## src/rtl/stopwatch_input_ctrl.sv

```systemverilog
// Input conditioning and run/pause control for the stopwatch digit counter.
// Synchronises raw board inputs, debounces the two buttons and drives clean control strobes.
module stopwatch_input_ctrl #(
    parameter int unsigned DEBOUNCE_CYCLES = 500000,
    parameter int unsigned SYNC_STAGES     = 2
) (
    input  logic       clk,
    input  logic       rst_n,
    input  logic       btn_pause_raw,
    input  logic       btn_reset_raw,
    input  logic       sw_adj_raw,
    input  logic [2:0] sw_sel_raw,
    input  logic [3:0] sw_val_raw,
    output logic       rst,
    output logic       paused,
    output logic       adj,
    output logic       btn_set_pause,
    output logic [2:0] adj_sel,
    output logic [3:0] adj_val
);

    localparam int unsigned RAW_W = 10;
    localparam int unsigned N_BTN = 2;
    localparam int unsigned CNT_W = (DEBOUNCE_CYCLES > 1) ? $clog2(DEBOUNCE_CYCLES) : 1;
    localparam logic [CNT_W-1:0] CNT_LAST = CNT_W'(DEBOUNCE_CYCLES - 1);

    typedef enum logic {
        ST_RUNNING = 1'b0,
        ST_PAUSED  = 1'b1
    } state_t;

    // Raw bundle layout: {val[3:0], sel[2:0], adj, reset, pause}
    logic [RAW_W-1:0] raw_vec;
    logic [RAW_W-1:0] sync_q [SYNC_STAGES];
    logic [RAW_W-1:0] sync_vec;

    assign raw_vec  = {sw_val_raw, sw_sel_raw, sw_adj_raw, btn_reset_raw, btn_pause_raw};
    assign sync_vec = sync_q[SYNC_STAGES-1];

    // Synchroniser chain shared by every raw input
    always_ff @(posedge clk or negedge rst_n) begin
        if (!rst_n) begin
            for (int i = 0; i < SYNC_STAGES; i++) begin
                sync_q[i] <= '0;
            end
        end else begin
            sync_q[0] <= raw_vec;
            for (int i = 1; i < SYNC_STAGES; i++) begin
                sync_q[i] <= sync_q[i-1];
            end
        end
    end

    logic [CNT_W-1:0] db_cnt [N_BTN];
    logic [N_BTN-1:0] btn_sync;
    logic [N_BTN-1:0] db_lvl;
    logic [N_BTN-1:0] db_lvl_d;
    logic [N_BTN-1:0] press_c;

    assign btn_sync = sync_vec[1:0];
    assign press_c  = db_lvl & ~db_lvl_d;

    // Debounce: level flips only after DEBOUNCE_CYCLES consecutive disagreeing samples
    always_ff @(posedge clk or negedge rst_n) begin
        if (!rst_n) begin
            for (int b = 0; b < N_BTN; b++) begin
                db_cnt[b] <= '0;
            end
            db_lvl   <= '0;
            db_lvl_d <= '0;
        end else begin
            db_lvl_d <= db_lvl;
            for (int b = 0; b < N_BTN; b++) begin
                if (btn_sync[b] == db_lvl[b]) begin
                    db_cnt[b] <= '0;
                end else if (db_cnt[b] == CNT_LAST) begin
                    db_cnt[b] <= '0;
                    db_lvl[b] <= btn_sync[b];
                end else begin
                    db_cnt[b] <= db_cnt[b] + CNT_W'(1);
                end
            end
        end
    end

    logic adj_now_c;
    logic adj_rise_c;
    logic pause_press_c;
    logic reset_press_c;

    assign adj_now_c     = sync_vec[2];
    assign adj_rise_c    = adj_now_c & ~adj;
    assign pause_press_c = press_c[0];
    assign reset_press_c = press_c[1];

    state_t state_q;
    state_t state_nxt;
    logic   rst_c;
    logic   set_c;

    always_ff @(posedge clk or negedge rst_n) begin
        if (!rst_n) begin
            state_q <= ST_PAUSED;
        end else begin
            state_q <= state_nxt;
        end
    end

    // Reset press dominates; adj entry forces a pause; pause press toggles only outside adjust
    always_comb begin
        state_nxt = state_q;
        if (reset_press_c) begin
            state_nxt = ST_PAUSED;
        end else if (adj_rise_c) begin
            state_nxt = ST_PAUSED;
        end else if (pause_press_c && !adj_now_c) begin
            state_nxt = (state_q == ST_RUNNING) ? ST_PAUSED : ST_RUNNING;
        end
    end

    always_comb begin
        rst_c = 1'b0;
        set_c = 1'b0;
        if (reset_press_c) begin
            rst_c = 1'b1;
        end else if (pause_press_c && adj_now_c) begin
            set_c = 1'b1;
        end
    end

    // Registered outputs; paused tracks the state register exactly
    always_ff @(posedge clk or negedge rst_n) begin
        if (!rst_n) begin
            rst           <= 1'b0;
            btn_set_pause <= 1'b0;
            paused        <= 1'b1;
            adj           <= 1'b0;
            adj_sel       <= '0;
            adj_val       <= '0;
        end else begin
            rst           <= rst_c;
            btn_set_pause <= set_c;
            paused        <= (state_nxt == ST_PAUSED);
            adj           <= adj_now_c;
            adj_sel       <= sync_vec[5:3];
            adj_val       <= sync_vec[9:6];
        end
    end

endmodule

```

## config.mk

```make
export PLATFORM = sky130hd
export DESIGN_NAME = stopwatch_input_ctrl
export DESIGN_NICKNAME = d
export VERILOG_FILES = /design/src/rtl/stopwatch_input_ctrl.sv
export SDC_FILE = /design/constraint.sdc
export NUM_CORES = 1
export LEC_CHECK = 0
export CAP_MARGIN = 25
export CORE_AREA = 8 8 81 83
export CTS_BUF_LIST = sky130_fd_sc_hd__clkbuf_4 sky130_fd_sc_hd__clkbuf_8 sky130_fd_sc_hd__clkbuf_16
export CTS_CLUSTER_SIZE = 10
export DETAILED_ROUTE_END_ITERATION = 12
export DIE_AREA = 0 0 89 91
export PLACE_DENSITY = 0.73
export REMOVE_ABC_BUFFERS = 1
export SYNTH_ARGS = -nofsm -noshare
export SYNTH_HDL_FRONTEND = slang
export SYNTH_SLANG_ARGS = --single-unit
export TNS_END_PERCENT = 5
```

## constraint.sdc

```tcl
create_clock -name clk -period 1.9 [get_ports clk]
set_input_delay 0.38 -clock clk [delete_from_list [all_inputs] [get_ports clk]]
set_output_delay 0.38 -clock clk [all_outputs]
set_load 0.01 [all_outputs]
```

==> results of run 1 <==
-- power groups by stage --
stage	sequential, mW	clock (mW)	combinational [mW]
after floorplan	1.64	0	0.0278
after CTS	1.61	1.15	0.126
final	1.61	1.12	0.121
after detailed placement	1.64	0	0.123
after global routing	1.61	1.22	0.138
after global placement	1.64	0	0.121
-- metrics by stage --
stage,util,instance area [um2]
CTS,0.645,3440
finish,0.646,3450
global route,0.646,3450
global placement,0.608,3250
floorplan,-,2870
detailed placement,0.608,3250
-- worst min-delay path by stage --
stage / start / to / slack (ns) / cells after the start
2_1_floorplan: rst_n / adj / 0.08 / 0
3_3_place_gp: rst_n / db_cnt[35] / 0.33 / 1
3_5_place_dp: rst_n / db_cnt[35] / 0.33 / 1
4_1_cts: sync_vec[4] / adj_sel[1] / 0.35 / 0
5_1_grt: sync_vec[9] / adj_val[3] / 0.36 / 0
6_report: sync_vec[4] / adj_sel[1] / 0.35 / 0
-- cell usage in the layout (no fill, tap or decap), drive strengths merged --
cell type and instances:
a21bo 1, a21oi 9, a31o 1, and2 4, and3 9, and4 5, and4bb 1, buf 8
clkbuf 10, clkdlybuf4s50 21, clkinv 2, clkinvlp 2, dfrtp 72, dfstp 1, dlygate4sd3 1, ha 2
inv 6, mux2 2, mux2i 1, nand2 15, nand2b 1, nand3 6, nand3b 1, nand4 17
nor2 30, nor2b 2, nor3 2, nor4 5, nor4b 1, o21ai 7, o22ai 1, o31ai 4
or3 4, or4 4, xnor2 9, xor2 17
-- per-layer routing --
layer / track usage / wire, um / vias up
li1: - / - / 928
met5: 0 / 0 / -
met2: 0.207 / 2450 / 27
met1: 0.181 / 2350 / 943
met4: 0.0874 / 74 / 0
met3: 0.0450 / 216 / 9
-- cell families (layout without fill, tap and decap cells) --
kind of cell | after synthesis | count (layout) | synth area share
compound gates | 23 | 23 | 0.0489
buf+inv | 11 | 50 | 0.0206
fa+ha+maj | 2 | 2 | 0.00857
flops | 73 | 73 | 0.626
xor+xnor | 26 | 26 | 0.0780
simple gates | 107 | 107 | 0.207
mux | 3 | 3 | 0.0111
-- flip-flops by register name (all words and copies together), names as in the netlist --
signal and cells:
paused 1, btn_set_pause 1, rst 1, db_lvl 2, adj_val 4, adj 1
sync_vec 10, db_lvl_d 2, adj_sel 3, db_cnt 38, sync_q 10
-- worst register-to-register path, cell delays in order, from the launching register on --
cell     delay, ns
dfrtp_1       0.39
ha_1          0.21
and4_1        0.36
nand2_4       0.10
or4_1         0.50
a21oi_1       0.14
-- area by class of cell --
type                       instances  area share
timing repair buffer              30      0.0849
multi-input combinational        161       0.300
clock inverter                     6      0.0145
clock buffer                      10      0.0399
sequential                        73       0.530
tap                               72      0.0261
inverter                           4     0.00435
-- timing repair --
item / in CTS / in global routing
setup endpoints to repair: 0 / 1
hold buffers: 1 / 0
endpoints found under the hold margin: 27 / 0
gates resized for setup: 0 / 2
==> impl_metrics.json, run 1 <==
{
  "run_status": "finished, final reports clean",
  "tightest_slew_ns": 0.384,
  "power_density_nw_per_um2": 827,
  "endpoint": "paused",
  "finalSetupTns_ns": 0,
  "holdWs_ns": 0.351,
  "pwr-share-seq": 0.565,
  "fin_crit_ns": 1.81,
  "crit_type": "reg2out",
  "post-dp-hpwl_um": 3520,
  "yosysMostFrequentCell": "dfrtp_1",
  "clkPwrFrac": 0.393,
  "die_w_um": 89,
  "synth_edf_count": 0,
  "critPathRequiredTime_ns": 1.52,
  "leakage_nw": 1.52,
  "diodes": 0,
  "placed_cells": 339,
  "cp_max_fo": 3,
  "via_per_inst": 5.36,
  "syn_to_final_growth_pct": 18.1,
  "multi_input_area_um2": 1030,
  "drive_gt1_frac": 0.130,
  "synth_common_cells": "dfrtp_1, nor2_1, xor2_1",
  "drv_slew": 0,
  "seqCellArea_um2": 1830,
  "finalNetCount": 293,
  "grt_pass1_vias": 1894,
  "num-fill-cells": 444,
  "rr_endpoint": "db_cnt[33]",
  "drv_cap": 0,
  "p_comb_frac": 0.042,
  "finalSetupViolCount": 0,
  "grt_antenna_before_repair": 0,
  "path_cells": "clkdlybuf4s50_1",
  "synth_area_leaders": "dfrtp_1, xor2_1, nor2_1",
  "worstSkewPairLatency_ns": 0.34,
  "endpoint_kind": "output port",
  "ir_drop_v": 0.000620,
  "clk_pin_slew_worst_paths_ns": 0.08,
  "hold_viol_final": 0,
  "max_stage_delay_ns": 0.55,
  "ctsRootBufferMaster": "clkbuf_8",
  "ys_warn_count": 0,
  "portBuffers": 22,
  "p_total_mw": 2.85,
  "arrival_ns": 1.43,
  "grt_first_pass_wirelength_um": 8860,
  "final_cells": 356,
  "grt-ovfl-total": 0,
  "synthCells": 245,
  "grt_usage": 0.143,
  "crit_buf_inv": 1,
  "die_area_um2": 8100,
  "core_um2": 5340,
  "yosys_register_bits": 73,
  "dr.pass1.iters": 4,
  "skew_ns": 0.00732,
  "cts_sinks": 73,
  "synthArstFlopShare": 1.00,
  "worst-path-stages": 1,
  "r2r.worst_path.cells": 5,
  "slowest_stage": "dfstp_2",
  "finalCritPeriodShare": 0.952,
  "rsz0062_at_grt": "no",
  "wl_um": 5080,
  "antenna_left": 0,
  "synth_cell_types": 38,
  "crit_path_start_kind": "flop",
  "grt_max_degree": 31,
  "initial_core_util": 0.547,
  "routedWlPerCell_um": 14.3,
  "netlist_area_um2": 2920,
  "seq_area_frac_synth": 0.626,
  "synth_top_area_share": 0.617,
  "gp_congestion": 0.825,
  "die_h_um": 91,
  "htreeDepth": 3,
  "slew_headroom": 0.744,
  "postCtsSetupBuffers": 0,
  "fmax_mhz": 553,
  "p_sw_uw": 680,
  "synth_top_area_cell": "dfrtp_1",
  "num_rows": 27,
  "worst_slack_ns": 0.0914,
  "numCtsBuffers": 9,
  "reg2reg_from": "db_cnt[19]",
  "crit_start": "paused",
  "synth_top_flop_cell": "dfrtp_1",
  "tritoncts": "done",
  "critPathTopFamily": "flip-flops",
  "drc": 0,
  "dp_worst_setup_slack_ns": 0.0462,
  "r2r_setup_slack_ns": 0.13,
  "drt_iter0_drc": 84,
  "vias": 1907,
  "ios": 23,
  "power.internal_mw": 2.17,
  "power_switching_share": 0.238,
  "hp-class": "reg2reg",
  "synth_area_per_cell_um2": 11.9,
  "cts_max_path_buffers": 2
}
(Power assumes the default switching activity.)
==> run 2: changes to the inputs <==
ABC_AREA = 1   (was unset)
CORE_AREA = 5 5 81 83   (was 8 8 81 83)
DIE_AREA = 0 0 86 88   (was 0 0 89 91)
PLACE_DENSITY = 0.72   (was 0.73)
==> impl_metrics.json, run 2 <==
{
  "run_status": "finished, final reports clean",
  "gp_congestion": 0.853,
  "synth_common_cells": "nor2_1, dfrtp_1, nand2_1",
  "power_density_nw_per_um2": 796,
  "crit_buf_inv": 1,
  "finalNetCount": 399,
  "seq_area_frac_synth": 0.574,
  "final_common_cell": "nor2_1",
  "synth_top_area_cell": "dfrtp_1",
  "crit_path_start_kind": "flop",
  "ys_warn_count": 0,
  "hold_viol_final": 0,
  "core_um2": 5780,
  "cp_max_fo": 2,
  "synth_top_flop_cell": "dfrtp_1",
  "critPathRequiredTime_ns": 1.52,
  "tightest_slew_ns": 0.449,
  "post-dp-hpwl_um": 3890,
  "die_w_um": 86,
  "routedWlPerCell_um": 11.7,
  "finalSetupTns_ns": 0,
  "ios": 23,
  "drv_slew": 0,
  "pwr-share-seq": 0.544,
  "grt_max_degree": 74,
  "leakage_nw": 1.57,
  "cts_max_path_buffers": 2,
  "synth_area_leaders": "dfrtp_1, nor2_1, nand2_1",
  "hp-class": "in2async",
  "netlist_area_um2": 3180,
  "reg2reg_from": "db_cnt[0]",
  "finalCritPeriodShare": 0.942,
  "die_h_um": 88,
  "die_area_um2": 7570,
  "synthArstFlopShare": 1.00,
  "num_rows": 28,
  "slowest_stage": "dfstp_2",
  "dp_worst_setup_slack_ns": 0.467,
  "finalSetupViolCount": 0,
  "synth_edf_count": 0,
  "path_cells": "clkdlybuf4s50_1",
  "ctsRootBufferMaster": "clkbuf_8",
  "fmax_mhz": 559,
  "drc": 0,
  "endpoint_kind": "output port",
  "cts_hold_buf": 0,
  "synthCells": 351,
  "placedInstanceArea_um2": 3510,
  "yosys_register_bits": 73,
  "diodes": 0,
  "tritoncts": "done",
  "crit_type": "reg2out",
  "worstSkewPairLatency_ns": 0.35,
  "grt_usage": 0.172,
  "grt_pass1_vias": 2292,
  "drive_gt1_frac": 0.115,
  "synth_top_area_share": 0.566,
  "wl_um": 5460,
  "final_area_um2": 3720,
  "postCtsSetupBuffers": 0,
  "crit_start": "paused",
  "ir_drop_v": 0.000650,
  "via_per_inst": 4.82,
  "antenna_left": 0,
  "synth_area_per_cell_um2": 9.07,
  "critPathTopFamily": "flip-flops",
  "htreeDepth": 3,
  "worst_slack_ns": 0.110,
  "slew_headroom": 0.701,
  "grt_antenna_before_repair": 0,
  "clkPwrFrac": 0.416,
  "cts_resized": 0,
  "power.internal_mw": 2.29,
  "synth_cell_types": 27,
  "rsz0062_at_grt": "no",
  "num-fill-cells": 471,
  "grt_first_pass_wirelength_um": 10000,
  "grt-ovfl-total": 0,
  "largest_reg_flops": 38,
  "drt_iter0_drc": 88,
  "syn_to_final_growth_pct": 16.7,
  "p_sw_uw": 667,
  "cts_sinks": 73,
  "regMostFlops": "db_cnt",
  "numCtsBuffers": 9,
  "portBuffers": 22,
  "yosysMostFrequentCell": "nor2_1",
  "arrival_ns": 1.41,
  "skew_ns": 0.00608,
  "drv_cap": 0,
  "dr.pass1.iters": 4,
  "final_cell_mix": "nor2_1, dfrtp_1, nand2_1",
  "initial_core_util": 0.551,
  "power_switching_share": 0.225,
  "vias": 2241,
  "clk_pin_slew_worst_paths_ns": 0.07,
  "max_stage_delay_ns": 0.54,
  "p_comb_frac": 0.040,
  "fin_crit_ns": 1.79
}
-- run 2: cell types whose count changed after synthesis, moves of 5 or more --
cell	before	now
nand3_1	6	26
and3_1	9	0
and4_1	5	0
o21ai_1	0	6
inv_1	4	34
nor2_1	30	91
nand2_1	14	57
nand4_1	16	2
o21ai_0	5	0
nand2_2	0	6
nor2_4	0	6
-- run 2: metrics by stage --
step	util	total power, mW	hold WS (ns)	instances
detailed placement	0.608	1.76	0.335	449
floorplan	-	1.68	0.0844	351
global route	0.643	3.10	0.0744	465
CTS	0.643	3.01	0.0495	465
global placement	0.608	1.76	0.331	449
finish	0.643	2.96	0.0500	465
-- run 2: path summary, 6_finish.rpt --
kind                       slack, ns          end  cells past startpoint
max                             0.11       paused                      1
min                             0.05   adj_sel[2]                      2
max reg2reg                     0.50   db_cnt[18]                      8
min reg2reg                     0.35  sync_vec[2]                      0
max in group asynchronous       1.52       paused                      2
min in group clk                0.35  sync_vec[2]                      0
-- run 2: layout make-up --
type                            count  area, um2  area share
Multi-Input combinational cell    239       1210       0.325
Clock inverter                      6       65.1      0.0175
Timing Repair Buffer               23        235      0.0633
Clock buffer                       10        138      0.0370
Tap cell                           75       93.8      0.0253
Inverter                           39        149      0.0401
Sequential cell                    73       1830       0.492
-- run 2: worst reg2reg max path: cells and delay by family (launching register included) --
kind	cells	cell delay [ns]
simple gates	7	0.73
flops	1	0.37
fa+ha+maj	1	0.19
-- run 2: power groups by stage --
| stage | clock network, mW | registers [mW] | logic, mW |
|---|---|---|---|
| after detailed placement | 0 | 1.64 | 0.122 |
| after floorplan | 0 | 1.64 | 0.0343 |
| after global routing | 1.35 | 1.61 | 0.135 |
| after global placement | 0 | 1.64 | 0.120 |
| final | 1.23 | 1.61 | 0.118 |
| after CTS | 1.28 | 1.61 | 0.123 |
-- run 2: cell families after synthesis --
family,count (synthesis),share of synthesized area
flip-flops,73,0.574
XOR/XNOR,21,0.0625
AND/OR/NAND/NOR,201,0.283
buffers and inverters,39,0.0468
AO/OA/AOI/OAI,15,0.0259
adder cells (fa/ha/maj),2,0.00786
-- run 2: layer usage --
layer  part of all wire  GRT usage  vias up
met2               0.49      0.274       31
met1               0.45      0.214     1049
met3              0.034     0.0489        8
met4              0.019     0.0921        0
met5                  0          0        -
li1                   -          -     1153
==> RTL change, RTL diff (config.mk and constraints of run 2) <==
Reset style: synchronous (`rst_n`), changed in 4 clocked blocks.
--- a/src/rtl/stopwatch_input_ctrl.sv
+++ b/src/rtl/stopwatch_input_ctrl.sv
@@ -39,5 +39,5 @@
 
     // Synchroniser chain shared by every raw input
-    always_ff @(posedge clk or negedge rst_n) begin
+    always_ff @(posedge clk) begin
         if (!rst_n) begin
             for (int i = 0; i < SYNC_STAGES; i++) begin
@@ -62,5 +62,5 @@
 
     // Debounce: level flips only after DEBOUNCE_CYCLES consecutive disagreeing samples
-    always_ff @(posedge clk or negedge rst_n) begin
+    always_ff @(posedge clk) begin
         if (!rst_n) begin
             for (int b = 0; b < N_BTN; b++) begin
@@ -99,5 +99,5 @@
     logic   set_c;
 
-    always_ff @(posedge clk or negedge rst_n) begin
+    always_ff @(posedge clk) begin
         if (!rst_n) begin
             state_q <= ST_PAUSED;
@@ -130,5 +130,5 @@
 
     // Registered outputs; paused tracks the state register exactly
-    always_ff @(posedge clk or negedge rst_n) begin
+    always_ff @(posedge clk) begin
         if (!rst_n) begin
             rst           <= 1'b0;
Check against the original RTL: differs if rst_n is asserted again (counterexample within 4 cycles, from zero or initial values and one cycle with rst_n low); with rst_n held inactive, the same outputs for 10 cycles.
==> RTL change against run 2 <==
  * Synthesized cell count is 23% higher
  * Fmax grew 4.3%
  * Global-route usage rose by 0.89 points
  * Critical path depth increased by 7
  * Power increased by 5.0%
  * Area after synthesis is 9.7% higher
  * Clock skew is essentially flat
  * Setup slack better by 0.074 ns
  * Cell area grew 11%
  * Sequential cell count unchanged
  * Routed wire length is 11% higher
  * Die area stayed put
  * Critical endpoint is now db_cnt[0][15]
  * Largest cell class unchanged
  * Largest power group unchanged
  * Highest routed layer unchanged
==> RTL change: results (changes against run 2) <==
| Metric | Value |
|---|---|
| Number of global-route vias before repair | 2556 (+12%) |
| H-tree levels | 3 (unchanged) |
| Sw frac | 23.0% (+0.45 points) |
| Clk_skew | 0.00613 ns (+0.0000514 ns) |
| Setup Slack @ Placement | 0.0553 ns (-0.412 ns) |
| Share of layout cells above drive strength 1 | 9.31% (-2.2 points) |
| Critical Path Fanout Max | 18 (+16) |
| Met3 Use GR | 5.64% (+0.75 points) |
| Fmax | 0.583 GHz (+4.3%) |
| Cell taking the most area after synthesis | edfxtp_1 |
| CP max stage delay | 0.39 ns (-0.15 ns) |
| First-pass GRT wire length | 10600 um (+5.5%) |
| Top post-synthesis cells by area | edfxtp_1 (33%), dfxtp_1 (20%), nand2_1 (13%) |
| Worst EP arrival | 1.82 ns (+0.41 ns) |
| Synth Instances | 432 (+23%) |
| Drt initial violations | 113 (+28%) |
| Post CTS Setup Buffer Count | 0 (unchanged) |
| Routability congestion estimate | 0.882 (+3.5%) |
| Met2 Use GR | 31.2% (+3.8 points) |
| Routed vias/inst | 4.62 (-4.1%) |
| Clock power frac | 37.9% (-3.7 points) |
| WL met2 | 3070 um (+15%) |
| FF-to-FF setup slack | 0.18 ns (-0.32 ns) |
| Cell Area, Placed | 3930 um^2 (+12%) |
| Inst Count DP | 564 (+26%) |
| Fin cells | 580 (+25%) |
| Maxcap violations | 0 (unchanged) |
| Most instantiated cells after synthesis | nand2_1 (119), nor2_1 (74), inv_1 (65) |
| Port Buffers | 22 (unchanged) |
| Peak supply drop | 0.617 mV (-5.0%) |
| CP endpoint kind | register |
| Hold Path Class | register to register |
| All-Layer GR Usage | 18.1% (+0.89 points) |
| Final hold slack | 0.412 ns (+0.362 ns) |
| Metal1 wirelength | 2630 um (+5.9%) |
| Pleak | 1.86 nW (+18%) |
| Seq. pwr | 1.76 mW (+9%) |
| Crit-path slowest cell | edfxtp_1 |
| Startpoint Class | register |
| Clk. pwr | 1.18 mW (-4%) |
| Seq/Total Area, Yosys | 52.7% (-4.7 points) |
| Final HPWL DP | 4470 um (+15%) |
| Post-synth ARST share | 0% (-100 points) |
| Hold-fix buffers at CTS | 0 (unchanged) |
| Antenna violations before repair | 0 (unchanged) |
| Drt first pass iters | 4 (unchanged) |
| Met1 Usage GRT | 20.5% (-0.91 points) |
| End of the worst register-to-register path | db_cnt[0][15] |
| Final Net Count | 514 (+29%) |
| Outcome | finished clean |
| Yosys cell types | 29 (+7.4%) |
| Post-synth EDFFs | 38 (+38) |
| DR WL/cell | 10.5 um (-11%) |
| Reg-to-reg startpoint | db_cnt[0][0] |
| Met3 routed WL | 230 um (+22%) |
| Clk root buf | clkbuf_8 |
| Largest net degree at the start of global routing | 27 (-64%) |
| Cts bufs inserted | 9 (unchanged) |
RTL change: area by class of cell:
class / instances / area [um^2]
Clock buffer: 13 / 171
Clock inverter: 3 / 23.8
Fill cell: 468 / 1650
Inverter: 67 / 251
Multi-Input combinational cell: 323 / 1500
Sequential cell: 73 / 1840
Tap cell: 75 / 93.8
Timing Repair Buffer: 26 / 250
RTL change: cell families (layout without fill, tap and decap cells):
kind of cell / count (synthesis) / after routing / synth area share (%)
simple gates: 246 / 246 / 30.7
flops: 73 / 73 / 52.7
buf+inv: 73 / 109 / 8.56
compound gates: 20 / 20 / 2.94
xor+xnor: 17 / 17 / 4.26
fa+ha+maj: 2 / 2 / 0.716
other cells: 1 / 38 / 0.107
RTL change: critical path: cells and delay by family (launching register included):
| family | cells | cell delay, ns |
|---|---|---|
| fa+ha+maj | 1 | 0.27 |
| simple gates | 5 | 0.73 |
| buf+inv | 2 | 0.09 |
| flops | 1 | 0.39 |
